`config.mk`:
```
export PLATFORM = sky130hd
export DESIGN_NAME = imager_bayer_tag
export DESIGN_NICKNAME = d
export VERILOG_FILES = /design/src/rtl/imager_bayer_tag.sv
export SDC_FILE = /design/constraint.sdc
export NUM_CORES = 1
export LEC_CHECK = 0
export ABC_AREA = 1
export BUFFER_PORTS_ARGS = -buffer_cell sky130_fd_sc_hd__buf_2
export CAP_MARGIN = 20
export CORE_MARGIN = 2
export CORE_UTILIZATION = 57
export CTS_CLUSTER_DIAMETER = 200
export DETAILED_ROUTE_END_ITERATION = 8
export PLACE_DENSITY = 0.81
export SYNTH_ARGS = -nofsm -noshare
export SYNTH_HDL_FRONTEND = slang
export SYNTH_SLANG_ARGS = --single-unit
```
`constraint.sdc`:
```
create_clock -name clki -period 4.4 [get_ports clki]
set_clock_uncertainty 0.1 [all_clocks]
set_input_delay 0.66 -clock clki [delete_from_list [all_inputs] [get_ports clki]]
set_output_delay 0.66 -clock clki [all_outputs]
set_load 0.02 [all_outputs]
```
`src/rtl/imager_bayer_tag.sv`:
```
// ---------------------------------------------------------------------------
// imager_bayer_tag
//
// Purpose:
//   Stream stage that sits directly after the imager receiver. Untyped PIXEL
//   beats are retagged as RED / GREEN1 / GREEN2 / BLUE from the row/column
//   parity and a Bayer phase that is latched at FRAME_START. All other data
//   types pass through untouched. The output is a one-cycle registered copy of
//   the input stream.
//
// Optional build macro:
//   IMAGER_BAYER_TAG_STATS_EN  - when defined, frame dimension statistics
//                                (num_rows / num_cols / width_err /
//                                stats_valid) are generated. When undefined
//                                those outputs are constant 0.
//
// Ports:
//   clki         pixel clock, rising edge
//   resetb       asynchronous active-low reset
//   bayer_en     1 = retag pixels (sampled at FRAME_START)
//   bayer_phase  colour at row 0 / col 0: 0=R 1=Gr 2=Gb 3=B (sampled at FRAME_START)
//   dvi          input beat valid
//   dtypei       input data type
//   datai        input data
//   dvo          output beat valid (dvi delayed one cycle)
//   dtypeo       output data type
//   datao        output data
//   num_rows     rows in the last frame               (stats build)
//   num_cols     width of last counted row            (stats build)
//   width_err    row widths differed in last frame    (stats build)
//   stats_valid  one-cycle pulse when stats update    (stats build)
// ---------------------------------------------------------------------------
module imager_bayer_tag #(
   parameter int PIXEL_WIDTH = 12,
   parameter int DIM_WIDTH   = 16
) (
   input  logic                   clki,
   input  logic                   resetb,
   input  logic                   bayer_en,
   input  logic [1:0]             bayer_phase,
   input  logic                   dvi,
   input  logic [4:0]             dtypei,
   input  logic [PIXEL_WIDTH-1:0] datai,
   output logic                   dvo,
   output logic [4:0]             dtypeo,
   output logic [PIXEL_WIDTH-1:0] datao,
   output logic [DIM_WIDTH-1:0]   num_rows,
   output logic [DIM_WIDTH-1:0]   num_cols,
   output logic                   width_err,
   output logic                   stats_valid
);

   localparam logic [4:0] DTYPE_FRAME_START  = 5'd0;
   localparam logic [4:0] DTYPE_FRAME_END    = 5'd1;
   localparam logic [4:0] DTYPE_ROW_START    = 5'd2;
   localparam logic [4:0] DTYPE_ROW_END      = 5'd3;
   localparam logic [4:0] DTYPE_PIXEL        = 5'd9;
   localparam logic [4:0] DTYPE_PIXEL_RED    = 5'd10;
   localparam logic [4:0] DTYPE_PIXEL_BLUE   = 5'd11;
   localparam logic [4:0] DTYPE_PIXEL_GREEN1 = 5'd12;
   localparam logic [4:0] DTYPE_PIXEL_GREEN2 = 5'd13;

   localparam logic [DIM_WIDTH-1:0] DIM_ONE = {{(DIM_WIDTH-1){1'b0}}, 1'b1};

   // Counters stick at all-ones instead of wrapping so a runaway frame never
   // aliases back onto row/column 0 parity.
   function automatic logic [DIM_WIDTH-1:0] sat_inc(input logic [DIM_WIDTH-1:0] v);
      return (&v) ? v : v + DIM_ONE;
   endfunction

   // ------------------------------------------------------------------------
   // Tagging path
   // ------------------------------------------------------------------------
   logic                   dvo_q,     dvo_d;
   logic [4:0]             dtypeo_q,  dtypeo_d;
   logic [PIXEL_WIDTH-1:0] datao_q,   datao_d;
   logic [DIM_WIDTH-1:0]   row_idx_q, row_idx_d;
   logic [DIM_WIDTH-1:0]   col_idx_q, col_idx_d;
   logic                   en_q,      en_d;
   logic [1:0]             phase_q,   phase_d;
   logic [1:0]             colour_idx;

   // Phase is folded into the parity bits: idx 0=R, 1=Gr, 2=Gb, 3=B.
   assign colour_idx = {row_idx_q[0] ^ phase_q[1], col_idx_q[0] ^ phase_q[0]};

   always_comb begin
      dvo_d     = dvi;
      dtypeo_d  = dtypeo_q;
      datao_d   = datao_q;
      row_idx_d = row_idx_q;
      col_idx_d = col_idx_q;
      en_d      = en_q;
      phase_d   = phase_q;

      if (dvi) begin
         datao_d  = datai;
         dtypeo_d = dtypei;
         unique case (dtypei)
            DTYPE_FRAME_START: begin
               row_idx_d = '0;
               col_idx_d = '0;
               en_d      = bayer_en;
               phase_d   = bayer_phase;
            end
            DTYPE_ROW_START: begin
               col_idx_d = '0;
            end
            DTYPE_ROW_END: begin
               row_idx_d = sat_inc(row_idx_q);
               col_idx_d = '0;
            end
            DTYPE_PIXEL: begin
               col_idx_d = sat_inc(col_idx_q);
               if (en_q) begin
                  unique case (colour_idx)
                     2'd0:    dtypeo_d = DTYPE_PIXEL_RED;
                     2'd1:    dtypeo_d = DTYPE_PIXEL_GREEN1;
                     2'd2:    dtypeo_d = DTYPE_PIXEL_GREEN2;
                     default: dtypeo_d = DTYPE_PIXEL_BLUE;
                  endcase
               end
            end
            default: ;
         endcase
      end
   end

   always_ff @(posedge clki or negedge resetb) begin
      if (!resetb) begin
         dvo_q     <= 1'b0;
         dtypeo_q  <= '0;
         datao_q   <= '0;
         row_idx_q <= '0;
         col_idx_q <= '0;
         en_q      <= 1'b0;
         phase_q   <= 2'd0;
      end else begin
         dvo_q     <= dvo_d;
         dtypeo_q  <= dtypeo_d;
         datao_q   <= datao_d;
         row_idx_q <= row_idx_d;
         col_idx_q <= col_idx_d;
         en_q      <= en_d;
         phase_q   <= phase_d;
      end
   end

   assign dvo    = dvo_q;
   assign dtypeo = dtypeo_q;
   assign datao  = datao_q;

   // ------------------------------------------------------------------------
   // Frame statistics
   // ------------------------------------------------------------------------
`ifdef IMAGER_BAYER_TAG_STATS_EN
   logic [DIM_WIDTH-1:0] rows_cnt_q,    rows_cnt_d;
   logic [DIM_WIDTH-1:0] ref_width_q,   ref_width_d;
   logic                 have_ref_q,    have_ref_d;
   logic                 err_flag_q,    err_flag_d;
   logic [DIM_WIDTH-1:0] last_width_q,  last_width_d;
   logic [DIM_WIDTH-1:0] num_rows_q,    num_rows_d;
   logic [DIM_WIDTH-1:0] num_cols_q,    num_cols_d;
   logic                 width_err_q,   width_err_d;
   logic                 stats_valid_q, stats_valid_d;
   logic                 count_row;

   // A FRAME_END with pixels pending closes a final row that had no ROW_END.
   assign count_row = dvi && ((dtypei == DTYPE_ROW_END) ||
                              ((dtypei == DTYPE_FRAME_END) && (col_idx_q != '0)));

   always_comb begin
      rows_cnt_d    = rows_cnt_q;
      ref_width_d   = ref_width_q;
      have_ref_d    = have_ref_q;
      err_flag_d    = err_flag_q;
      last_width_d  = last_width_q;
      num_rows_d    = num_rows_q;
      num_cols_d    = num_cols_q;
      width_err_d   = width_err_q;
      stats_valid_d = 1'b0;

      if (dvi && (dtypei == DTYPE_FRAME_START)) begin
         rows_cnt_d   = '0;
         have_ref_d   = 1'b0;
         err_flag_d   = 1'b0;
         last_width_d = '0;
      end else if (count_row) begin
         rows_cnt_d   = sat_inc(rows_cnt_q);
         last_width_d = col_idx_q;
         if (!have_ref_q) begin
            ref_width_d = col_idx_q;
            have_ref_d  = 1'b1;
         end else if (col_idx_q != ref_width_q) begin
            err_flag_d = 1'b1;
         end
      end

      // Publish including the row closed by this same FRAME_END.
      if (dvi && (dtypei == DTYPE_FRAME_END)) begin
         num_rows_d    = rows_cnt_d;
         num_cols_d    = last_width_d;
         width_err_d   = err_flag_d;
         stats_valid_d = 1'b1;
      end
   end

   always_ff @(posedge clki or negedge resetb) begin
      if (!resetb) begin
         rows_cnt_q    <= '0;
         ref_width_q   <= '0;
         have_ref_q    <= 1'b0;
         err_flag_q    <= 1'b0;
         last_width_q  <= '0;
         num_rows_q    <= '0;
         num_cols_q    <= '0;
         width_err_q   <= 1'b0;
         stats_valid_q <= 1'b0;
      end else begin
         rows_cnt_q    <= rows_cnt_d;
         ref_width_q   <= ref_width_d;
         have_ref_q    <= have_ref_d;
         err_flag_q    <= err_flag_d;
         last_width_q  <= last_width_d;
         num_rows_q    <= num_rows_d;
         num_cols_q    <= num_cols_d;
         width_err_q   <= width_err_d;
         stats_valid_q <= stats_valid_d;
      end
   end

   assign num_rows    = num_rows_q;
   assign num_cols    = num_cols_q;
   assign width_err   = width_err_q;
   assign stats_valid = stats_valid_q;
`else
   assign num_rows    = '0;
   assign num_cols    = '0;
   assign width_err   = 1'b0;
   assign stats_valid = 1'b0;
`endif

endmodule

```
==> flow_metrics.py, run 1 <==
metrics = {
    "clock_tree": {
        "hold_buffers": 0,
        "cts_buffers": 5,
        "cts_tree": "built",
        "clockRootBuffer": "clkbuf_8",
        "clk-insertion-delay-late_ns": 0.31,
        "clkTransAtPathRegs_ns": 0.09,
        "cts_htree_levels": 2,
        "cts_max_path_buffers": 2,
        "clock-sinks": 53,
        "cts_resized": 0,
        "post_cts_buffers": 0,
    },
    "power": {
        "p_int_mw": 0.6792,
        "p_sw_mw": 0.2867,
        "pwr-share-seq_pct": 55.4,
        "p_comb_share_pct": 15.1,
        "powerDensity_nw_per_um2": 277.7,
        "ir_worst_vdd_v": 0.0002192,
        "swShare_pct": 29.68,
        "power_leakage_nw": 1.624,
        "clkPwrFrac_pct": 29.5,
        "total_power_mw": 0.9659,
    },
    "place": {
        "placed_area_sq_um": 3388,
        "routabilityCongestion": 0.8676,
        "port_buffers": 40,
        "dp_slack_ns": 1.882,
        "placed_cells": 533,
        "place_hpwl_um": 4578,
    },
    "min_path": {
        "hold_path.class": "input port to async pin",
    },
    "sta": {
        "rsz0062_at_grt": "false",
        "timing.final.ws_setup_ns": 2.243,
        "fmaxAchievable_ghz": 0.4635,
        "hold_viol": 0,
        "slew_headroom_pct": 56.04,
        "slew_viol_final": 0,
        "period_share_pct": 49.03,
        "tightestPinTransition_ns": 0.6570,
        "min_period_ns": 2.157,
        "finalSetupViolations": 0,
        "fin_tns_setup_ns": 0,
    },
    "finish": {
        "stdcell_area_sq_um": 3478,
        "stdcell_count": 540,
        "mostFrequentLayoutCells": "138 x nand2_1, 53 x dfrtp_1, 40 x buf_2",
        "nets": 493,
        "drive_gt1_share_pct": 21.15,
        "seq_area_sq_um": 1326,
        "mostFrequentLayoutCell": "nand2_1",
        "diodes": 0,
        "multi_input_comb_area_sq_um": 1655,
        "syn_to_final_growth_pct": 5.784,
        "num-fill-cells": 493,
    },
    "floorplan": {
        "die_area_sq_um": 6392,
        "start_util_pct": 59.35,
        "ios": 75,
        "die_h_um": 79.95,
        "num_rows": 27,
        "die_width_um": 79.95,
        "core_area_sq_um": 5540,
    },
    "setup_path": {
        "cp.buffers_inverters": 2,
        "critPathSlowestCell": "clkinv_1",
        "critical_path_required_ns": 4.48,
        "crit_path_max_incr_delay_ns": 0.54,
        "endpoint_kind": "flop",
        "critPathKind": "input port to flop",
        "start_kind": "input port",
        "crit_family": "buffers and inverters",
        "cp_cell_sequence": "buf_2, clkinv_1, a21oi_2, nand2_4, nand2_1, o21ai_0",
        "cp.arrival_ns": 2.24,
        "worst-path-max-fanout": 22,
    },
    "route": {
        "via_count": 2713,
        "vias_per_cell": 5.024,
        "first_pass_iters": 5,
        "drc_errors": 0,
        "wl_um": 6377,
        "wl_per_cell_um": 11.81,
        "drt_iter0_markers": 167,
        "final_antenna_net_count": 0,
    },
    "global_routing": {
        "grt_usage_pct": 20.80,
        "antenna_found_initial": 0,
        "grt_max_degree": 54,
        "grt_overflow_total": 0,
        "grt_pass1_wl_um": 10630,
        "grt_pass1_vias": 2467,
    },
    "synth": {
        "ys_types": 32,
        "avgSynthCellArea_sq_um": 7.665,
        "synthesis.area_sq_um": 3288,
        "syn_inst": 429,
        "synth_top_area_share_pct": 40.33,
        "yosysSeqAreaShare_pct": 40.33,
        "synth-warning-count": 0,
        "ys_ff_latch": 53,
        "synth_top_area_cell": "dfrtp_1",
        "yosys-top-cells-area": "dfrtp_1 40%, nand2_1 16%, buf_4 7.8%",
    },
    "job": {
        "drv_cap": 0,
    },
    "outcome": {
        "outcome": "complete, no violations",
    },
}
==> routing by layer <==
metal / vias to the layer above / track usage [%] / part of all wire, %
met5: - / 0 / 0
met4: 0 / 6.949 / 1.0
met3: 9 / 3.959 / 3.7
met2: 70 / 35.33 / 50
met1: 1269 / 26.57 / 45
li1: 1365 / - / -
==> worst paths after layout <==
check / start / end / slack (ns) / depth (start not counted)
hold reg to reg: datao[3] / datao[3] / 0.37 / 2
max in group asynchronous: resetb / datao[4] / 3.40 / 2
setup reg to reg: row_idx_q[0] / row_idx_q[7] / 2.44 / 8
setup / recovery: dvi / col_idx_q[6] / 2.24 / 6
min in group clki: datao[3] / datao[3] / 0.37 / 2
hold / removal: resetb / row_idx_q[9] / 0.36 / 2
==> through the flow <==
stage	hold WS, ns	util [%]
6_report	0.3582	62.78
3_5_place_dp	0.3531	61.16
3_3_place_gp	0.3523	61.16
2_1_floorplan	0.2644	-
4_1_cts	0.3767	62.78
5_1_grt	0.4062	62.78
==> worst register-to-register path, stage by stage (launching register included) <==
cell and delay (ns):
dfrtp_1 0.45, ha_1 0.25, nand2_1 0.11, nor2_2 0.07, nand3_1 0.12, nor2_1 0.06, nor2_1 0.50, nand3_1 0.16
nand2_1 0.09
==> cell usage after synthesis (all sizes together) <==
cell type	instances
nand2	157
nand4	9
nand3b	1
clkbuf	1
dfrtp	53
nor2	48
xor2	8
inv	27
ha	2
xnor2	6
o211ai	1
o21bai	4
nand3	33
clkinv	2
conb	1
or2	1
o21ai	30
buf	41
a21oi	4
==> kinds of logic (layout without fill, tap and decap cells) <==
kind of cell / after synthesis / after routing / share of synthesized area [%]
AOI/OAI and AO/OA: 39 / 39 / 8.371
xor gates and xnor gates: 14 / 14 / 3.729
adders and majority gates: 2 / 2 / 0.7609
DFF: 53 / 53 / 40.33
other: 1 / 34 / 0.1140
buffers and inverters: 71 / 77 / 13.09
and+or+nand+nor: 249 / 249 / 33.60
==> power groups by stage <==
stage / Sequential (mW) / Clock, mW / Combinational (mW)
final: 0.535 / 0.285 / 0.146
after global routing: 0.539 / 0.308 / 0.164
after CTS: 0.534 / 0.294 / 0.147
after detailed placement: 0.544 / 0 / 0.146
after global placement: 0.544 / 0 / 0.142
after floorplan: 0.559 / 0 / 0.105
==> sequential cells by signal (all words and copies together), names as in the netlist <==
signal	cells
col_idx_q	16
datao	12
dtypeo	5
dvo	1
en_q	1
phase_q	2
row_idx_q	16
==> final cells by class <==
| class | instances | area share, % |
|---|---|---|
| Timing Repair Buffer | 41 | 5.971 |
| Multi-Input combinational cell | 338 | 47.59 |
| Clock buffer | 6 | 2.374 |
| Inverter | 29 | 3.129 |
| Clock inverter | 1 | 0.2158 |
| Tap cell | 72 | 2.590 |
| Sequential cell | 53 | 38.13 |
Note: power is estimated with default switching activity, not from simulation.
==> run 2: changes to the inputs <==
--- a/config.mk
+++ b/config.mk
@@ -9,10 +9,10 @@
 export BUFFER_PORTS_ARGS = -buffer_cell sky130_fd_sc_hd__buf_2
 export CAP_MARGIN = 20
 export CORE_MARGIN = 2
-export CORE_UTILIZATION = 57
+export CORE_UTILIZATION = 49
 export CTS_CLUSTER_DIAMETER = 200
 export DETAILED_ROUTE_END_ITERATION = 8
-export PLACE_DENSITY = 0.81
+export PLACE_DENSITY = 0.73
 export SYNTH_ARGS = -nofsm -noshare
 export SYNTH_HDL_FRONTEND = slang
 export SYNTH_SLANG_ARGS = --single-unit
==> constraint.sdc (replaced) <==
create_clock -name clki -period 1.7 [get_ports clki]
set_clock_uncertainty 0.1 [all_clocks]
set_input_delay 0.255 -clock clki [delete_from_list [all_inputs] [get_ports clki]]
set_output_delay 0.255 -clock clki [all_outputs]
set_load 0.02 [all_outputs]
==> flow_metrics.py, run 2 (synthesis gave the netlist of run 1 again) <==
metrics = {
    "setup_path": {
        "crit_path_max_incr_delay_ns": 0.40,
        "critPathSlowestCell": "dfrtp_1",
        "worstSetupEndpoint": "row_idx_q[0]",
        "critPathKind": "flop to flop",
        "reg2reg_slack_ns": 0.06,
        "endpoint_kind": "flop",
        "cp.buffers_inverters": 0,
        "critical_path_required_ns": 1.84,
        "crit_family": "simple AND/OR/NAND/NOR gates",
        "worst-path-max-fanout": 10,
        "reg2reg_from": "row_idx_q[1]",
        "cp.arrival_ns": 1.78,
        "reg2reg_depth": 9,
        "cp-startpoint": "row_idx_q[1]",
        "cp_cell_sequence": "ha_1, nand2_1, nor2_4, nand2_2, nor2_4, nand2_4, nand2_8, nand2_2, o21ai_2",
        "crit_cells": 9,
        "start_kind": "flop",
        "reg2reg_to": "row_idx_q[0]",
    },
    "sta": {
        "whs_ns": 0.03050,
        "fmaxAchievable_ghz": 0.6098,
        "slew_viol_final": 0,
        "period_share_pct": 96.47,
        "hold_viol": 0,
        "min_period_ns": 1.640,
        "finalSetupViolations": 0,
    },
    "floorplan": {
        "die_area_sq_um": 7381,
        "core_area_sq_um": 6422,
        "die_h_um": 85.92,
        "num_rows": 29,
        "die_width_um": 85.92,
        "start_util_pct": 51.20,
        "ios": 75,
    },
    "place": {
        "port_buffers": 40,
        "place_hpwl_um": 4859,
        "routabilityCongestion": 0.8831,
    },
    "global_routing": {
        "grt_pass1_wl_um": 11010,
        "grt_pass1_vias": 2404,
        "grt_usage_pct": 18.43,
        "antenna_found_initial": 0,
        "grt_max_degree": 38,
        "grt_overflow_total": 0,
    },
    "clock_tree": {
        "clkTransAtPathRegs_ns": 0.10,
        "clockRootBuffer": "clkbuf_8",
        "cts_tree": "built",
        "cts_max_path_buffers": 2,
        "cts_buffers": 5,
        "clk-insertion-delay-late_ns": 0.31,
        "clock-sinks": 53,
        "cts_htree_levels": 2,
    },
    "route": {
        "drt_iter0_markers": 92,
        "wl_um": 7001,
        "first_pass_iters": 4,
        "vias_per_cell": 4.935,
        "via_count": 2788,
        "drc_errors": 0,
        "wl_per_cell_um": 12.39,
        "final_antenna_net_count": 0,
    },
    "job": {
        "drv_cap": 0,
    },
    "outcome": {
        "outcome": "complete, no violations",
    },
    "finish": {
        "num-fill-cells": 601,
        "mostFrequentLayoutCells": "138 x nand2_1, 53 x dfrtp_1, 40 x buf_2",
        "diodes": 0,
        "drive_gt1_share_pct": 25.41,
        "syn_to_final_growth_pct": 15.22,
        "final_util_pct": 58.99,
        "nets": 512,
        "mostFrequentLayoutCell": "nand2_1",
    },
    "power": {
        "powerDensity_nw_per_um2": 741.0,
        "ir_worst_vdd_v": 0.0007180,
        "total_power_mw": 2.807,
        "power_leakage_nw": 1.782,
    },
    "min_path": {
        "hold_path.class": "input port to flop",
    },
}
==> run 2: changes by cell type in the layout (fill, tap and decap cells not counted), sizes merged <==
cell and change:
buf +16, bufinv +2, clkinv +1, clkinvlp -1
dlygate4sd3 +1, nand2 +1
==> run 2: worst reg2reg max path, cell delays in order, from the launching register on <==
cell and delay [ns]:
dfrtp_1 0.40, ha_1 0.18, nand2_1 0.11, nor2_4 0.15, nand2_2 0.11, nor2_4 0.13
nand2_4 0.11, nand2_8 0.16, nand2_2 0.06, o21ai_2 0.05
==> run 2: layer usage <==
layer  vias up  global-route usage [%]  wire length [um]
met4         0                   4.762                91
met5         -                       0                 0
met3        12                   3.176               208
met2        53                   31.01              3545
met1      1314                   24.68              3155
li1       1409                       -                 -
==> run 2: stage by stage <==
stage / std cells / TNS, ns / setup slack (ns) / area [sq um]
2_1_floorplan: 462 / 0 / 0.1002 / 3412
3_3_place_gp: 551 / -0.04272 / -0.01257 / 3517
3_5_place_dp: 551 / -0.4140 / -0.05416 / 3517
4_1_cts: 560 / 0 / 0.008610 / 3672
5_1_grt: 565 / -0.3693 / -0.04846 / 3789
6_report: 565 / 0 / 0.06000 / 3789
==> run 2: worst min path at each step <==
stage	to	cells after the start	from	slack, ns
after floorplan	col_idx_q[0]	0	resetb	-0.14
after global placement	row_idx_q[6]	1	resetb	0.12
after detailed placement	row_idx_q[6]	1	resetb	0.13
after CTS	phase_q[0]	3	bayer_phase[0]	0.02
after global routing	datao[9]	3	datai[9]	0.03
final	phase_q[0]	3	bayer_phase[0]	0.03
==> run 2: timing repair <==
item | in CTS | in global routing
gates cloned | 0 | 2
pin swaps | 0 | 2
setup endpoints to repair | 16 | 32
hold buffers | 1 | 0
resized for setup | 2 | 12
hold endpoints to repair | 16 | 0
buffers inserted | 0 | 3
==> run 2: cell type report <==
type	instances	area [sq um]	area share, %
inverters	29	108.9	2.873
multi-input cells	339	1735	45.81
clock buffers	5	68.82	1.816
flip-flops and latches	53	1326	35.01
well taps	77	96.34	2.543
clock inverters	3	65.06	1.717
repair buffers	59	387.9	10.24
==> run 2: where the power goes <==
group / switching (mW) / internal, mW / leakage, nW
registers: 0.0469 / 1.33 / 0.697
logic: 0.291 / 0.124 / 1.02
clock network: 0.431 / 0.585 / 0.0681
